## src/rtl/inst_buffer.sv

```systemverilog
`default_nettype none
// ============================================================================
//  Module      : inst_buffer
//  Description : Instruction queue between fetch and decode. It is a
//                first-word-fall-through circular FIFO. Each entry holds
//                {fetch_adel, fetch_pc, fetch_inst}. An entry pushed at one
//                clock edge is presented to decode right after that edge.
//                The head outputs are zeroed (a NOP) while the queue is
//                empty. A flush discards everything, including a push in the
//                same cycle.
//  Revision    : 1.0 - initial release
// ----------------------------------------------------------------------------
//  Ports
//    clk          in   1        clock, rising-edge active
//    rst          in   1        asynchronous active-high reset
//    flush        in   1        discard all queued instructions
//    fetch_valid  in   1        fetch presents an instruction
//    fetch_ready  out  1        queue can accept a push (not full)
//    fetch_inst   in   32       fetched instruction word
//    fetch_pc     in   32       PC of fetch_inst
//    fetch_adel   in   1        fetch address error flag
//    dec_ready    in   1        decode consumes the head this cycle
//    dec_valid    out  1        head entry is valid
//    instrD       out  32       head instruction (0 when empty)
//    pcD          out  32       head PC (0 when empty)
//    adelD        out  1        head address error flag (0 when empty)
//    countD       out  PTR_W+1  occupancy, 0..DEPTH
// ============================================================================
module inst_buffer #(
    parameter int DEPTH = 8,
    parameter int PTR_W = 3
) (
    input  logic             clk,
    input  logic             rst,
    input  logic             flush,
    input  logic             fetch_valid,
    output logic             fetch_ready,
    input  logic [31:0]      fetch_inst,
    input  logic [31:0]      fetch_pc,
    input  logic             fetch_adel,
    input  logic             dec_ready,
    output logic             dec_valid,
    output logic [31:0]      instrD,
    output logic [31:0]      pcD,
    output logic             adelD,
    output logic [PTR_W:0]   countD
);

    localparam int             C_ENTRY_W = 65;
    localparam logic [PTR_W:0] C_FULL    = (PTR_W + 1)'(DEPTH);
    localparam logic [PTR_W:0] C_ONE_CNT = (PTR_W + 1)'(1);
    localparam logic [PTR_W-1:0] C_ONE_PTR = PTR_W'(1);

    // Storage is deliberately left out of reset; count alone decides
    // which entries are visible.
    logic [C_ENTRY_W-1:0] mem_q [DEPTH];

    logic [PTR_W-1:0] wr_ptr_q, wr_ptr_d;
    logic [PTR_W-1:0] rd_ptr_q, rd_ptr_d;
    logic [PTR_W:0]   count_q,  count_d;

    logic             push_w;
    logic             pop_w;
    logic             full_w;
    logic             empty_w;
    logic [C_ENTRY_W-1:0] head_w;

    // Status comes only from registered state. A pop in the same cycle
    // therefore never opens room for a push into a full queue.
    assign full_w      = (count_q == C_FULL);
    assign empty_w     = (count_q == '0);
    assign fetch_ready = ~full_w;
    assign dec_valid   = ~empty_w;

    assign push_w = fetch_valid & ~full_w;
    assign pop_w  = dec_ready   & ~empty_w;

    // ------------------------------------------------------------------
    // Next-state computation for the pointers and the occupancy count
    // ------------------------------------------------------------------
    always_comb begin
        wr_ptr_d = wr_ptr_q;
        rd_ptr_d = rd_ptr_q;
        count_d  = count_q;

        if (flush) begin
            wr_ptr_d = '0;
            rd_ptr_d = '0;
            count_d  = '0;
        end else begin
            if (push_w) begin
                wr_ptr_d = wr_ptr_q + C_ONE_PTR;
            end
            if (pop_w) begin
                rd_ptr_d = rd_ptr_q + C_ONE_PTR;
            end
            // A simultaneous push and pop leaves the count unchanged.
            unique case ({push_w, pop_w})
                2'b10:   count_d = count_q + C_ONE_CNT;
                2'b01:   count_d = count_q - C_ONE_CNT;
                default: count_d = count_q;
            endcase
        end
    end

    // ------------------------------------------------------------------
    // State registers
    // ------------------------------------------------------------------
    always_ff @(posedge clk or posedge rst) begin
        if (rst) begin
            wr_ptr_q <= '0;
            rd_ptr_q <= '0;
            count_q  <= '0;
        end else begin
            wr_ptr_q <= wr_ptr_d;
            rd_ptr_q <= rd_ptr_d;
            count_q  <= count_d;
        end
    end

    // ------------------------------------------------------------------
    // Storage write. A write during flush is suppressed. It would be
    // invisible anyway, but skipping it keeps the array contents tidy.
    // ------------------------------------------------------------------
    always_ff @(posedge clk) begin
        if (push_w && !flush) begin
            mem_q[wr_ptr_q] <= {fetch_adel, fetch_pc, fetch_inst};
        end
    end

    // ------------------------------------------------------------------
    // Fall-through head read. It is masked to zero when empty, so decode
    // sees SLL $0 (a NOP) with a clean PC and error flag.
    // ------------------------------------------------------------------
    always_comb begin
        head_w = '0;
        if (!empty_w) begin
            head_w = mem_q[rd_ptr_q];
        end
    end

    assign instrD = head_w[31:0];
    assign pcD    = head_w[63:32];
    assign adelD  = head_w[64];
    assign countD = count_q;

endmodule
`default_nettype wire

```

## config.mk

```make
export PLATFORM = sky130hd
export DESIGN_NAME = inst_buffer
export DESIGN_NICKNAME = d
export VERILOG_FILES = /design/src/rtl/inst_buffer.sv
export SDC_FILE = /design/constraint.sdc
export NUM_CORES = 1
export LEC_CHECK = 0
export ABC_AREA = 1
export CAP_MARGIN = 20
export CORE_MARGIN = 8
export CORE_UTILIZATION = 57
export DETAILED_ROUTE_END_ITERATION = 8
export MAX_ROUTING_LAYER = met4
export PLACE_DENSITY = 0.82
export SETUP_SLACK_MARGIN = 0.3
export SYNTH_ARGS = -nofsm -noshare
export SYNTH_HDL_FRONTEND = slang
export SYNTH_SLANG_ARGS = --single-unit
```

## constraint.sdc

```tcl
create_clock -name clk -period 10.49 [get_ports clk]
set_input_delay 2.098 -clock clk [delete_from_list [all_inputs] [get_ports clk]]
set_output_delay 2.098 -clock clk [all_outputs]
set_load 0.1 [all_outputs]
```

Word level (Yosys, flattened, before mapping)
Memory sizes are Yosys's and may differ from the RTL's.
Index checks and enable logic that the tools add are counted.
- ROM bits: 0
- memories: 1
- logic and storage cells: 30
- bits in latches: 0
- memory bits (writable): 520
- register bits: 10
- bits of input ports: 70
- memories (memory ; depth ; width ; rd ports ; clocked after Yosys merged registers in ; write ports ; line ; source):
    mem_q ; 8 ; 65 ; 1 ; 0 ; 1 ; 56 ; logic [C_ENTRY_W-1:0] mem_q [DEPTH];
- add/subtract/negate cells: 4
- equal/unequal tests: 3
- shift-type cells: 0
- muxes and demuxes: 9
- reductions and logical operators: 6
- div/mod/pow operators: 0
- multiply operators: 0
- magnitude comparators: 0
- bitwise operators: 4
- operators with widths (kind ; count):
    $mux W65 ; 1
    $mux W3 ; 4
    $pmux W4 S2 ; 1
    $add A3 B1 Y3 const B ; 2
    $add A4 B1 Y4 const B ; 1
    $eq A4 B4 Y1 const B ; 1
    $logic_not A4 Y1 ; 1
    $mux W4 ; 1
    $reduce_bool A2 Y1 ; 2
    $sub A4 B1 Y4 const B ; 1
    $reduce_bool A3 Y1 ; 1
    $and A1 B1 Y1 ; 2
    $eq A2 B1 Y1 const B ; 1
    $eq A2 B2 Y1 const B ; 1
    $mux W1 ; 2
    $not A1 Y1 ; 2
    $logic_and A1 B1 Y1 ; 1
    $logic_not A1 Y1 ; 1

Longest topological paths before layout
Gate-level depths: netlist (run 1).
- depth after elaboration: 6
- mapped depth: 14
- gate-level depth less buffers: 14

Worst setup path before layout (run 1)
No wires, ideal clock.
- path kind: reg2out
- start point: reg count_q[0] (netlist: countD[0])
- end point: out pcD[23]
- buffers on the path: 2
- slack: 4411 ps
- cell stages (with the launch flop): 7
- arrival: 3981 ps
- data required time: 8392 ps
- cell sequence: dfrtp_1 nor2_1 nand2_1 buf_2 clkbuf_1 o21ai_0 nor2_1
- cells in the longest elaborated chain, start to end: 2
- ends and longest elaborated chain (item ; line ; source):
    start: declaration ; 60 ; logic [PTR_W:0] count_q, count_d;
    start signal: assignment ; 117 ; count_q <= count_d;
    $logic_not A4 Y1 ; 71 ; assign empty_w = (count_q == '0);
    $mux W65 ; 137 ; if (!empty_w) begin
    end: declaration ; 44 ; output logic [31:0] pcD,
No other way between the ends.

Final worst setup path (run 1)
- start point: reg rd_ptr_q[0]
- end point: out instrD[20]
- cells in the longest elaborated chain, start to end: 2
- ends and longest elaborated chain (item ; line ; source):
    start: declaration ; 59 ; logic [PTR_W-1:0] rd_ptr_q, rd_ptr_d;
    start signal: assignment ; 116 ; rd_ptr_q <= rd_ptr_d;
    $mem_v2 Z8 W65 ; -- ;
    $mux W65 ; 137 ;
    end: declaration ; 43 ; output logic [31:0] instrD,
No other way between the ends.

==> results.sh, run 1 <==
export IMPL_hold_class="reg2reg"
export IMPL_cp_end_kind="output pin"
export IMPL_area_growth_pct=15.7
export IMPL_finalCriticalPeriod_ns=7.20
export IMPL_clk_pin_slew_ns=0.06
export IMPL_cpMaxStageDelayCell="clkdlybuf4s50_1"
export IMPL_path_class="reg2out"
export IMPL_postRouteAntennaNets=0
export IMPL_via_per_inst=6.05
export IMPL_critical_path_max_stage_delay_ns=1.18
export IMPL_numCtsBuffers=49
export IMPL_synth_largest_area_cell="edfxtp_1"
export IMPL_die_x_um=208
export IMPL_row_count=70
export IMPL_setup_viol=0
export IMPL_worstSkewPairLatency_ns=0.57
export IMPL_final_common_cell="nor2_1"
export IMPL_yosysSeqAreaShare=0.759
export IMPL_wl_per_cell_um=21.4
export IMPL_crit_chain="inv_8 -> buf_4 -> nor2_1 -> o32ai_1 -> o21ai_0 -> nor2_1 -> clkdlybuf4s50_1"
export IMPL_dr_total_vias=13245
export IMPL_syn_area_per_cell_um2=13.3
export IMPL_first_global_vias=13272
export IMPL_drc_errors=0
export IMPL_cts_root_buf="clkbuf_16"
export IMPL_worstHoldStart="countD[3]"
export IMPL_antenna_found_initial=7
export IMPL_dieArea_mm2=0.0431
export IMPL_groute_usage_overall=0.218
export IMPL_clock_fmax_mhz=139
export IMPL_hold_violations=0
export IMPL_ir_drop_mv=0.274
export IMPL_crit_top_cell="nor2_1"
export IMPL_netlist_area_mm2=0.0209
export IMPL_critPathLaunch="rd_ptr_q[0]"
export IMPL_p_leak_uw=0.00789
export IMPL_synthCells=1569
export IMPL_cts_tree="yes"
export IMPL_skew_ns=0.0253
export IMPL_max_cap_violations=0
export IMPL_postLayoutCellArea_mm2=0.0242
export IMPL_grt_pass1_wl_um=72300
export IMPL_setup_tns_ns=0
export IMPL_r2r_start="countD[0]"
export IMPL_dp_hpwl_um=23900
export IMPL_cp_data_required_time_ns=8.39
export IMPL_wl_um=46800
export IMPL_drtIter0Drc=1282
export IMPL_io_buffers=140
export IMPL_postPlaceCellArea_mm2=0.0225
export IMPL_min_period_over_period=0.686
export IMPL_whs_ns=0.577
export IMPL_nets=1747
export IMPL_synth_nets=1643
export IMPL_ys_types=23
export IMPL_r2r_slack_ns=7.23
export IMPL_clk_path_buf_depth=3
export IMPL_crit_arrival_ns=5.10
export IMPL_die_y_um=208
export IMPL_r2r_end="mem_q[0][62]"
export IMPL_dr_pass1_iters=5
export IMPL_cts_resized=0
export IMPL_drv_slew=0
export IMPL_numClockSinks=530
export IMPL_worstHoldEndpoint="countD[3]"
export IMPL_min_path_cells=2
export IMPL_io_pins=141
export IMPL_worst_pin_slew_ns=1.11
export IMPL_synth_top_area_frac=0.747
export IMPL_rsz0062_at_grt="false"
export IMPL_initial_core_util=0.575
export IMPL_gp_congestion=0.788
export IMPL_startpoint_type="flip-flop"
export IMPL_ys_top_cells_by_area="edfxtp_1 (75%), nor2_1 (9.6%), o32ai_1 (5.4%)"
export IMPL_ctsHoldBuffers=0
export IMPL_ys_warn_count=0
export IMPL_ff2ff_path_depth=7
export IMPL_grt_max_degree=160
export IMPL_cts_setup_buffers=0
export IMPL_relSlewSlack=0.258
export IMPL_htreeDepth=2
export IMPL_core_area_mm2=0.0363
export IMPL_ys_seq_elements=530
export IMPL_grt_overflow=0
export IMPL_status="finished clean"
export IMPL_layout_common_cells="nor2_1 (527), edfxtp_1 (520), o21ai_0 (156)"
export IMPL_crit_fanout=159
export IMPL_p_per_area_mw_per_mm2=301
export IMPL_drive_gt1_frac=0.0578
## where the power goes
group | total [uW] | switching [uW] | internal (uW)
Sequential | 2460 | 70.4 | 2390
Clock | 1730 | 721 | 1010
Combinational | 3090 | 2390 | 698
Total | 7280 | 3180 | 4100
## per-stage QoR
step,std cells,setup WS (ns),util,power [uW]
after floorplan,1569,4.41,-,4880
after global placement,2087,4.00,0.620,5540
after detailed placement,2088,3.88,0.620,5580
after CTS,2179,3.28,0.664,7300
after global routing,2188,3.00,0.665,7550
final,2188,3.29,0.665,7280
## synth_stat cells
cell	number
dfrtp_1	10
buf_4	7
inv_2	1
a21oi_1	4
a22o_1	1
nand3_1	6
buf_8	2
o21a_1	1
clkbuf_1	50
nand2_1	32
edfxtp_1	520
buf_2	26
inv_1	14
inv_4	1
ha_1	4
o21ai_1	45
o21ai_0	156
buf_1	9
nand3b_1	1
nor2_1	535
buf_6	13
o32ai_1	130
xor2_1	1
## kinds of logic (layout without fill, tap and decap cells)
logic type / Yosys count / in the layout / share of synthesized area
buffers and inverters: 123 / 267 / 0.0308
adder cells (fa/ha/maj): 4 / 4 / 0.00239
AND/OR/NAND/NOR: 574 / 574 / 0.104
XOR/XNOR: 1 / 1 / 0.000419
other: 0 / 7 / 0
flip-flops: 530 / 530 / 0.759
AO/OA/AOI/OAI: 337 / 337 / 0.104
## critical path: cells and delay by family, from the launching register on
kind / cells / cell delay, ns
DFF: 1 / 0.79
AOI/OAI and AO/OA: 2 / 0.40
buffers and inverters: 3 / 2.81
and+or+nand+nor: 2 / 0.33
## per-layer routing
layer / global-route usage / vias up / share of wire
li1: - / 6004 / -
met1: 0.269 / 6512 / 0.40
met2: 0.356 / 638 / 0.49
met3: 0.0442 / 91 / 0.088
met4: 0.0816 / 0 / 0.024
met5: - / - / 0
## state kept, by name, indices dropped and copies added (netlist names)
register,cells
wr_ptr_q,3
countD,4
rd_ptr_q,3
mem_q,520
## worst max path at each step
stage | slack [ns] | end | depth (start not counted)
after floorplan | 4.41 | pcD[23] | 6
after global placement | 4.00 | instrD[9] | 7
after detailed placement | 3.88 | instrD[20] | 7
after CTS | 3.28 | instrD[20] | 7
after global routing | 3.00 | instrD[20] | 7
final | 3.29 | instrD[20] | 7
## cell type report
type,instances,area [um^2]
Tap cell,468,586
Timing Repair Buffer,160,1600
Clock inverter,26,249
Sequential cell,530,15900
Multi-Input combinational cell,916,4470
Antenna cell,7,17.5
Clock buffer,65,1330
Fill cell,2366,12200
Inverter,16,67.6
No activity file was read; power rests on OpenSTA's default activity.
==> run 2, diff against run 1 <==
==> constraint.sdc (replaced) <==
create_clock -name clk -period 7.5 [get_ports clk]
set_input_delay 1.5 -clock clk [delete_from_list [all_inputs] [get_ports clk]]
set_output_delay 1.5 -clock clk [all_outputs]
set_load 0.1 [all_outputs]
==> results.sh, run 2 (synthesized netlist as in run 1, its figures left out) <==
export IMPL_numCtsBuffers=50
export IMPL_critical_path_max_stage_delay_ns=1.19
export IMPL_relSlewSlack=0.102
export IMPL_setup_tns_ns=0
export IMPL_die_x_um=208
export IMPL_dr_total_vias=13193
export IMPL_grt_max_degree=262
export IMPL_dp_hpwl_um=23500
export IMPL_nets=1744
export IMPL_r2r_slack_ns=4.24
export IMPL_hold_violations=0
export IMPL_p_sw_uw=4470
export IMPL_io_pins=141
export IMPL_min_path_cells=2
export IMPL_drv_slew=0
export IMPL_crit_top_cell="nor2_1"
export IMPL_worstSkewPairLatency_ns=0.57
export IMPL_cpMaxStageDelayCell="clkdlybuf4s50_1"
export IMPL_setup_viol=0
export IMPL_gp_congestion=0.785
export IMPL_setup_ws_ns=1.75
export IMPL_p_clk_frac=0.237
export IMPL_initial_core_util=0.575
export IMPL_ff2ff_path_depth=7
export IMPL_dr_pass1_iters=5
export IMPL_preCtsSetupSlack_ns=2.49
export IMPL_cts_tree="yes"
export IMPL_grt_overflow=0
export IMPL_layout_common_cells="nor2_1 (527), edfxtp_1 (520), o21ai_0 (156)"
export IMPL_groute_usage_overall=0.217
export IMPL_postRouteAntennaNets=0
export IMPL_place_inst=2085
export IMPL_clk_path_buf_depth=3
export IMPL_path_class="reg2out"
export IMPL_rsz0062_at_grt="false"
export IMPL_dieArea_mm2=0.0431
export IMPL_cp_end_kind="output pin"
export IMPL_antenna_found_initial=9
export IMPL_pwr_share_comb=0.430
export IMPL_area_growth_pct=15.5
export IMPL_core_area_mm2=0.0363
export IMPL_p_leak_uw=0.00787
export IMPL_r2r_start="countD[0]"
export IMPL_largest_reg_flops=520
export IMPL_crit_arrival_ns=4.25
export IMPL_wl_per_cell_um=21.4
export IMPL_worst_pin_slew_ns=1.35
export IMPL_cts_root_buf="clkbuf_16"
export IMPL_die_y_um=208
export IMPL_finalCriticalPeriod_ns=5.75
export IMPL_postPlaceCellArea_mm2=0.0225
export IMPL_htreeDepth=2
export IMPL_clk_pin_slew_ns=0.06
export IMPL_drtIter0Drc=1418
export IMPL_n_fill_cell=2456
export IMPL_skew_ns=0.0193
export IMPL_via_per_inst=6.04
export IMPL_worstHoldEndpoint="countD[3]"
export IMPL_power_internal_uw=5710
export IMPL_numClockSinks=530
export IMPL_seqPwrFrac=0.334
export IMPL_final_common_cell="nor2_1"
export IMPL_first_global_vias=13229
export IMPL_whs_ns=0.578
export IMPL_wl_um=46800
export IMPL_status="finished clean"
export IMPL_critPathBufInv=3
export IMPL_cp_data_required_time_ns=6.00
export IMPL_cts_resized=0
export IMPL_final_cells=2185
export IMPL_grt_pass1_wl_um=72200
export IMPL_crit_chain="inv_8 -> buf_12 -> nor2_1 -> o32ai_1 -> o21ai_0 -> nor2_1 -> clkdlybuf4s50_1"
export IMPL_min_period_over_period=0.766
export IMPL_cts_setup_buffers=0
export IMPL_drive_gt1_frac=0.0556
export IMPL_ir_drop_mv=0.552
export IMPL_register_area_mm2=0.0159
export IMPL_multiInputGateArea_mm2=0.00447
export IMPL_hold_class="reg2reg"
export IMPL_crit_fanout=175
export IMPL_r2r_end="mem_q[4][1]"
export IMPL_clock_fmax_mhz=174
export IMPL_largest_register="mem_q"
export IMPL_ctsHoldBuffers=0
export IMPL_p_sw_frac=0.439
export IMPL_crit_family="buffers and inverters"
export IMPL_p_per_area_mw_per_mm2=422
export IMPL_io_buffers=140
export IMPL_drc_errors=0
export IMPL_startpoint_type="flip-flop"
export IMPL_worstHoldStart="countD[3]"
export IMPL_max_cap_violations=0
export IMPL_postLayoutCellArea_mm2=0.0242
export IMPL_row_count=70
## run 2: cell count changes in the layout (fill, tap and decap cells not counted), sizes merged
cell      delta
buf          -4
diode        +2
bufinv       -1
clkbuf       +1
clkinv       -1
clkinvlp     -1
inv          +1
## run 2: how the worst max path moves through the flow
stage                      from          end  slack, ns  cells after the start
floorplan             countD[0]  mem_q[0][0]       1.84                      6
global placement    rd_ptr_q[0]   instrD[25]       2.52                      7
detailed placement  rd_ptr_q[0]   instrD[25]       2.49                      7
CTS                 rd_ptr_q[0]   instrD[25]       1.81                      7
global route        rd_ptr_q[0]   instrD[25]       1.61                      7
finish              rd_ptr_q[0]   instrD[25]       1.75                      7
## run 2: power groups by stage
stage                     clock network, uW  registers [uW]  logic [uW]
after floorplan                           0            3490        3330
after global placement                    0            3460        4300
after detailed placement                  0            3460        4360
after CTS                              2440            3400        4380
after global routing                   2550            3410        4590
final                                  2410            3400        4370
## run 2: area by class of cell
| type | instances | area share |
|---|---|---|
| clock inverters | 24 | 0.00948 |
| inverters | 16 | 0.00280 |
| repair buffers | 156 | 0.0651 |
| flip-flops and latches | 530 | 0.657 |
| well taps | 468 | 0.0242 |
| clock buffers | 66 | 0.0552 |
| diodes | 9 | 0.000933 |
| multi-input cells | 916 | 0.185 |
## run 2: tightest hold or removal path, cell delays in order, from the launching register on
cell and delay, ns:
dfrtp_1 0.41, nand2_1 0.07, nand2_1 0.06
## run 2: per-stage QoR
stage	util	total power [uW]
2_1_floorplan	-	6830
3_3_place_gp	0.620	7750
3_5_place_dp	0.620	7820
4_1_cts	0.663	10200
5_1_grt	0.664	10500
6_report	0.664	10200
## run 2: per-layer routing
metal | GRT usage | vias up | wire (um)
met5 | - | - | 0
met4 | 0.0882 | 0 | 1280
met3 | 0.0402 | 98 | 3910
met2 | 0.351 | 605 | 23300
met1 | 0.271 | 6485 | 18400
li1 | - | 6005 | -
